File: src/rtl/lifo_stack_pkg.sv
// Shared types and helpers for the parametrised LIFO stack.
// Holds the per-cycle operation encoding and the count/address width function.
package stack_pkg;

  typedef enum logic [2:0] {
    OP_NOP     = 3'd0,
    OP_PUSH    = 3'd1,
    OP_POP     = 3'd2,
    OP_REPLACE = 3'd3,
    OP_FLUSH   = 3'd4
  } stack_op_e;

  // Bits needed to index n distinct values (minimum 1).
  function automatic int clog2w(input int n);
    int r;
    r = 1;
    for (int i = 1; i < 32; i++) begin
      if ((32'd1 << i) < n) begin
        r = i + 1;
      end else begin
        r = r;
      end
    end
    return r;
  endfunction

endpackage

File: src/rtl/lifo_stack_mem.sv
// Register-array storage for the stack: one synchronous write port and
// one asynchronous read port. Contents are deliberately not reset.
module lifo_stack_mem
  import stack_pkg::*;
#(
  parameter int WIDTH = 8,
  parameter int DEPTH = 256,
  localparam int AW   = clog2w(DEPTH)
) (
  input  logic             clk,
  input  logic             we,
  input  logic [AW-1:0]    waddr,
  input  logic [WIDTH-1:0] wdata,
  input  logic [AW-1:0]    raddr,
  output logic [WIDTH-1:0] rdata
);

  logic [WIDTH-1:0] mem_q [DEPTH];

  // Write port.
  always_ff @(posedge clk) begin
    if (we) begin
      mem_q[waddr] <= wdata;
    end
  end

  // Guard addresses beyond DEPTH when DEPTH is not a power of two.
  assign rdata = (int'(raddr) < DEPTH) ? mem_q[raddr] : {WIDTH{1'b0}};

endmodule

File: src/rtl/lifo_stack.sv
// Parametrised LIFO stack with zero-latency peek, replace, flush, status and
// sticky overflow/underflow flags. Storage lives in lifo_stack_mem.
module lifo_stack
  import stack_pkg::*;
#(
  parameter int WIDTH = 8,
  parameter int DEPTH = 256,
  parameter int AFULL = DEPTH - 2,
  localparam int CW   = clog2w(DEPTH + 1)
) (
  input  logic             clk,
  input  logic             rst,
  input  logic             push,
  input  logic             pop,
  input  logic             flush,
  input  logic             err_clr,
  input  logic [WIDTH-1:0] din,
  output logic [WIDTH-1:0] dout,
  output logic             empty,
  output logic             full,
  output logic             almost_full,
  output logic [CW-1:0]    count,
  output logic             overflow,
  output logic             underflow
);

  localparam int AW = clog2w(DEPTH);

  stack_op_e        op_s;
  logic [CW-1:0]    sp_q, sp_d;
  logic             ovf_q, ovf_d;
  logic             unf_q, unf_d;
  logic             we_s;
  logic [AW-1:0]    waddr_s;
  logic [AW-1:0]    raddr_s;
  logic [WIDTH-1:0] rdata_s;

  lifo_stack_mem #(
    .WIDTH (WIDTH),
    .DEPTH (DEPTH)
  ) u_mem (
    .clk   (clk),
    .we    (we_s),
    .waddr (waddr_s),
    .wdata (din),
    .raddr (raddr_s),
    .rdata (rdata_s)
  );

  assign empty       = (sp_q == {CW{1'b0}});
  assign full        = (int'(sp_q) == DEPTH);
  assign almost_full = (int'(sp_q) >= AFULL);
  assign count       = sp_q;
  assign overflow    = ovf_q;
  assign underflow   = unf_q;
  assign raddr_s     = AW'(sp_q - CW'(1));
  assign dout        = empty ? {WIDTH{1'b0}} : rdata_s;

  // Decode the request into a single operation; flush dominates.
  always_comb begin
    op_s = OP_NOP;
    if (flush) begin
      op_s = OP_FLUSH;
    end else if (push && pop) begin
      op_s = OP_REPLACE;
    end else if (push) begin
      op_s = OP_PUSH;
    end else if (pop) begin
      op_s = OP_POP;
    end else begin
      op_s = OP_NOP;
    end
  end

  // Next stack pointer, write request and sticky flags; a new error beats err_clr.
  always_comb begin
    sp_d    = sp_q;
    ovf_d   = ovf_q & ~err_clr;
    unf_d   = unf_q & ~err_clr;
    we_s    = 1'b0;
    waddr_s = AW'(sp_q);
    case (op_s)
      OP_FLUSH: begin
        sp_d = {CW{1'b0}};
      end
      OP_PUSH: begin
        if (!full) begin
          we_s    = 1'b1;
          waddr_s = AW'(sp_q);
          sp_d    = sp_q + CW'(1);
        end else begin
          ovf_d = 1'b1;
        end
      end
      OP_POP: begin
        if (!empty) begin
          sp_d = sp_q - CW'(1);
        end else begin
          unf_d = 1'b1;
        end
      end
      OP_REPLACE: begin
        we_s = 1'b1;
        if (!empty) begin
          waddr_s = AW'(sp_q - CW'(1));
        end else begin
          // Nothing to pop: the push still lands in slot 0.
          waddr_s = {AW{1'b0}};
          sp_d    = CW'(1);
          unf_d   = 1'b1;
        end
      end
      default: begin
        sp_d = sp_q;
      end
    endcase
  end

  // Pointer and error-flag registers.
  always_ff @(posedge clk or negedge rst) begin
    if (!rst) begin
      sp_q  <= {CW{1'b0}};
      ovf_q <= 1'b0;
      unf_q <= 1'b0;
    end else begin
      sp_q  <= sp_d;
      ovf_q <= ovf_d;
      unf_q <= unf_d;
    end
  end

endmodule

File: config.mk
export PLATFORM = sky130hd
export DESIGN_NAME = lifo_stack
export DESIGN_NICKNAME = d
export VERILOG_FILES = /design/src/rtl/lifo_stack_pkg.sv /design/src/rtl/lifo_stack_mem.sv /design/src/rtl/lifo_stack.sv
export SDC_FILE = /design/constraint.sdc
export NUM_CORES = 2
export LEC_CHECK = 0
export CAP_MARGIN = 20
export CORE_ASPECT_RATIO = 1.5
export CORE_MARGIN = 5
export CORE_UTILIZATION = 40
export DETAILED_ROUTE_END_ITERATION = 10
export SETUP_SLACK_MARGIN = 0.1
export SYNTH_ARGS = -nofsm -noshare
export SYNTH_HDL_FRONTEND = slang
export SYNTH_SLANG_ARGS = --single-unit
export TNS_END_PERCENT = 5
File: constraint.sdc
create_clock -name clk -period 5.03 [get_ports clk]
set_input_delay 0.7545 -clock clk [delete_from_list [all_inputs] [get_ports clk]]
set_output_delay 0.7545 -clock clk [all_outputs]
set_load 0.01 [all_outputs]
==> flow_summary.ini <==
[pwr]
ir_drop_mv = 0.583
power.density_nw_per_um2 = 536
leakage_nw = 29.9

[detailed_routing]
drc = 0
via_count = 40100
routed_wl_mm = 214
viasPerCell = 5.68
ant_nets = 0
dr.pass1.iters = 6
drt-initial-drc-count = 3699
wl_per_cell_microns = 30.4

[synthesis]
async_flop_share_pct = 0.534
syn_area_sq_um = 80800
synthFlopType = edfxtp_1
synth.distinct_cells = 64
synth-seq-cells = 2059
synth_edf_count = 2048
netlist.area_leader.share_pct = 76.1
yosysTopAreaCell = edfxtp_1
synth-seq-area-share_pct = 76.5
synth_area_leaders = edfxtp_1 76%, mux4_2 16%, nor2_1 1.3%
yosysWarningCount = 0
yosysMostFrequentCell = edfxtp_1
syn_nets = 3774
synth.avg_cell_area_sq_um = 21.5
synth_common_cells = 2,048 x edfxtp_1, 571 x mux4_2, 287 x nor2_1
syn_inst = 3756

[timing]
clock.fmax_ghz = 0.197
tightest_slew_ns = 1.19
holdWs_ns = 0.305
fin_crit_sh_pct = 101
drv_slew = 0
rsz0062_at_grt = yes
finalWorstSetupSlack_ns = -0.0512
final_hold_viol_count = 0
finClkSkew_ns = 0.0362
finalSetupViolCount = 3
max_slew_margin_pct = 20.5
period_needed_ns = 5.08

[final_layout]
utilization_pct = 47.4
final_area_sq_um = 95400
layout-drive-gt1-share_pct = 34.2
n_fill_cell = 16300
nets = 4285
area_delta_synth_final_pct = 18.2

[critical_path]
path_buf_inv = 7
crit_type = flop to output pin
worstPathRequired_ns = 4.28
critical-path-top-delay-family = buffers and inverters
path_common_cell = buf_4
end_kind = output pin
cp.arrival_ns = 4.33
path_cells = buf_12, buf_16, buf_8, mux4_2, and2_1, a2111oi_2, buf_4, a2111oi_1, buf_4, a221o_1, nand4_1, buf_4, nand3_4, buf_6
crit_slowest_cell = mux4_2
slowest_delay_ns = 0.52
start_kind = flop
cp_max_fo = 13

[global_route]
grt.total_usage_pct = 20.2
first_global_vias = 41700
grt_start_max_net_pins = 154
antenna_found_initial = 6
gr-total-overflow = 0
grt_first_pass_wirelength_mm = 308

[floorplan]
die_area_sq_um = 211000
start_util_pct = 40.1
die_w_microns = 377
num_rows = 202
die_h_microns = 560
io_pins = 36
core_sq_um = 201000

[worst_hold_path]
hold_path_class = input port to asynchronous set/reset pin

[placement]
place_congestion = 0.899
place_hpwl_mm = 132
dpl_cell_area_sq_um = 87200
io_buffer_count = 35

[clock_network]
clk_pin_slew_ns = 0.08
cts-root-buf = clkbuf_16
cts_tree = built
cts_max_level = 4
cts.path.max_buffers = 4
hold_buffers = 0
cts_sinks = 2059
numCtsBuffers = 184
clk_latency_ns = 0.83

[outcome]
status = finished, violations left
violations = setup timing

[run]
max_cap_violations = 0
## per-stage QoR
step / setup TNS, ns / total power, mW / worst slack, ns / cells
floorplan: 0 / 28.2 / 0.388 / 3756
global placement: -0.138 / 35.0 / -0.115 / 6650
detailed placement: -0.154 / 35.0 / -0.137 / 6650
CTS: -0.280 / 51.4 / -0.0699 / 7050
global route: -0.665 / 52.9 / -0.127 / 7053
finish: -0.0820 / 51.2 / -0.0512 / 7055
## logic make-up after synthesis
kind of cell	count (synthesis)	share of synthesized area [%]
fa+ha+maj	4	0.0620
simple gates	640	3.39
buf+inv	240	1.53
compound gates	173	1.66
flops	2059	76.5
mux	630	16.7
xor+xnor	10	0.141
## flip-flops by register name (all words and copies together), names as in the netlist
name,flops
count,9
overflow,1
underflow,1
u_mem.mem_q,2048
## worst register-to-register path: stages, from the launching register on
cell	delay, ns
dfrtp_4	0.51
inv_4	0.08
buf_6	0.10
ha_4	0.12
nor4b_1	0.43
nand3_1	0.27
inv_1	0.46
buf_4	0.32
nor3_1	0.09
a21oi_1	0.26
nor3b_2	0.42
nand2_2	0.50
buf_4	0.40
nor2_1	0.35
buf_4	0.24
## power breakdown
part | internal [mW] | switching, mW
Combinational | 8.48 | 10.1
Sequential | 18.9 | 0.0442
Clock | 7.58 | 6.04
## layout by cell type, fill, tap and decap left out, drive strengths merged, types with 5 or more instances in the layout
cell type / Yosys / final
clkinv: 0 / 65
a211oi: 10 / 10
a221o: 8 / 8
mux2: 15 / 15
o22ai: 6 / 6
buf: 147 / 516
nand2b: 10 / 10
nand3: 73 / 73
nor3: 21 / 21
bufinv: 0 / 15
nand2: 185 / 185
mux2i: 42 / 42
mux4: 573 / 573
bufbuf: 0 / 18
a21oi: 10 / 10
o32ai: 5 / 5
and2: 26 / 26
nor2: 287 / 287
a31o: 7 / 7
clkdlybuf4s50: 0 / 19
nor4: 15 / 15
dfrtp: 11 / 11
inv: 11 / 12
clkbuf: 82 / 231
a2111oi: 42 / 42
xor2: 5 / 5
a31oi: 13 / 13
xnor2: 5 / 5
edfxtp: 2048 / 2048
nand4: 10 / 10
clkinvlp: 0 / 8
a32o: 9 / 9
o21ai: 30 / 30
a32oi: 12 / 12
## timing repair
| item | CTS | global route |
|---|---|---|
| resized for setup | 237 | 51 |
| endpoints found under the setup margin | 15 | 219 |
| cloned | 24 | 1 |
| buffers inserted | 57 | 1 |
| pin swaps | 26 | 6 |
## layer usage
layer,wire length (microns),GRT usage (%)
met1,78800,24.9
met2,113000,35.7
met4,10100,8.46
met5,28,0
met3,12300,3.07
## layout make-up
type	instances	area, sq um	share of cell area, %
inverter	11	43.8	0.0459
tap	2652	3320	3.48
multi-input combinational	1457	18600	19.5
antenna	3	7.51	0.00787
sequential	2059	61800	64.7
clock buffer	230	4840	5.07
timing repair buffer	554	5980	6.27
clock inverter	89	830	0.869
## worst paths after layout
kind                                from                   to  slack [ns]  cells past startpoint
worst max-delay path            count[0]              dout[7]       -0.05                     14
worst min-delay path                 rst             count[5]        0.31                      1
worst max register to register  count[0]   u_mem.mem_q[21][5]        0.19                     14
worst min register to register  count[8]             count[8]        0.75                      2
max in group asynchronous            rst             count[0]        4.27                      1
min in group clk                  din[3]  u_mem.mem_q[239][3]        0.37                      1
No activity file was read; power rests on OpenSTA's default activity.
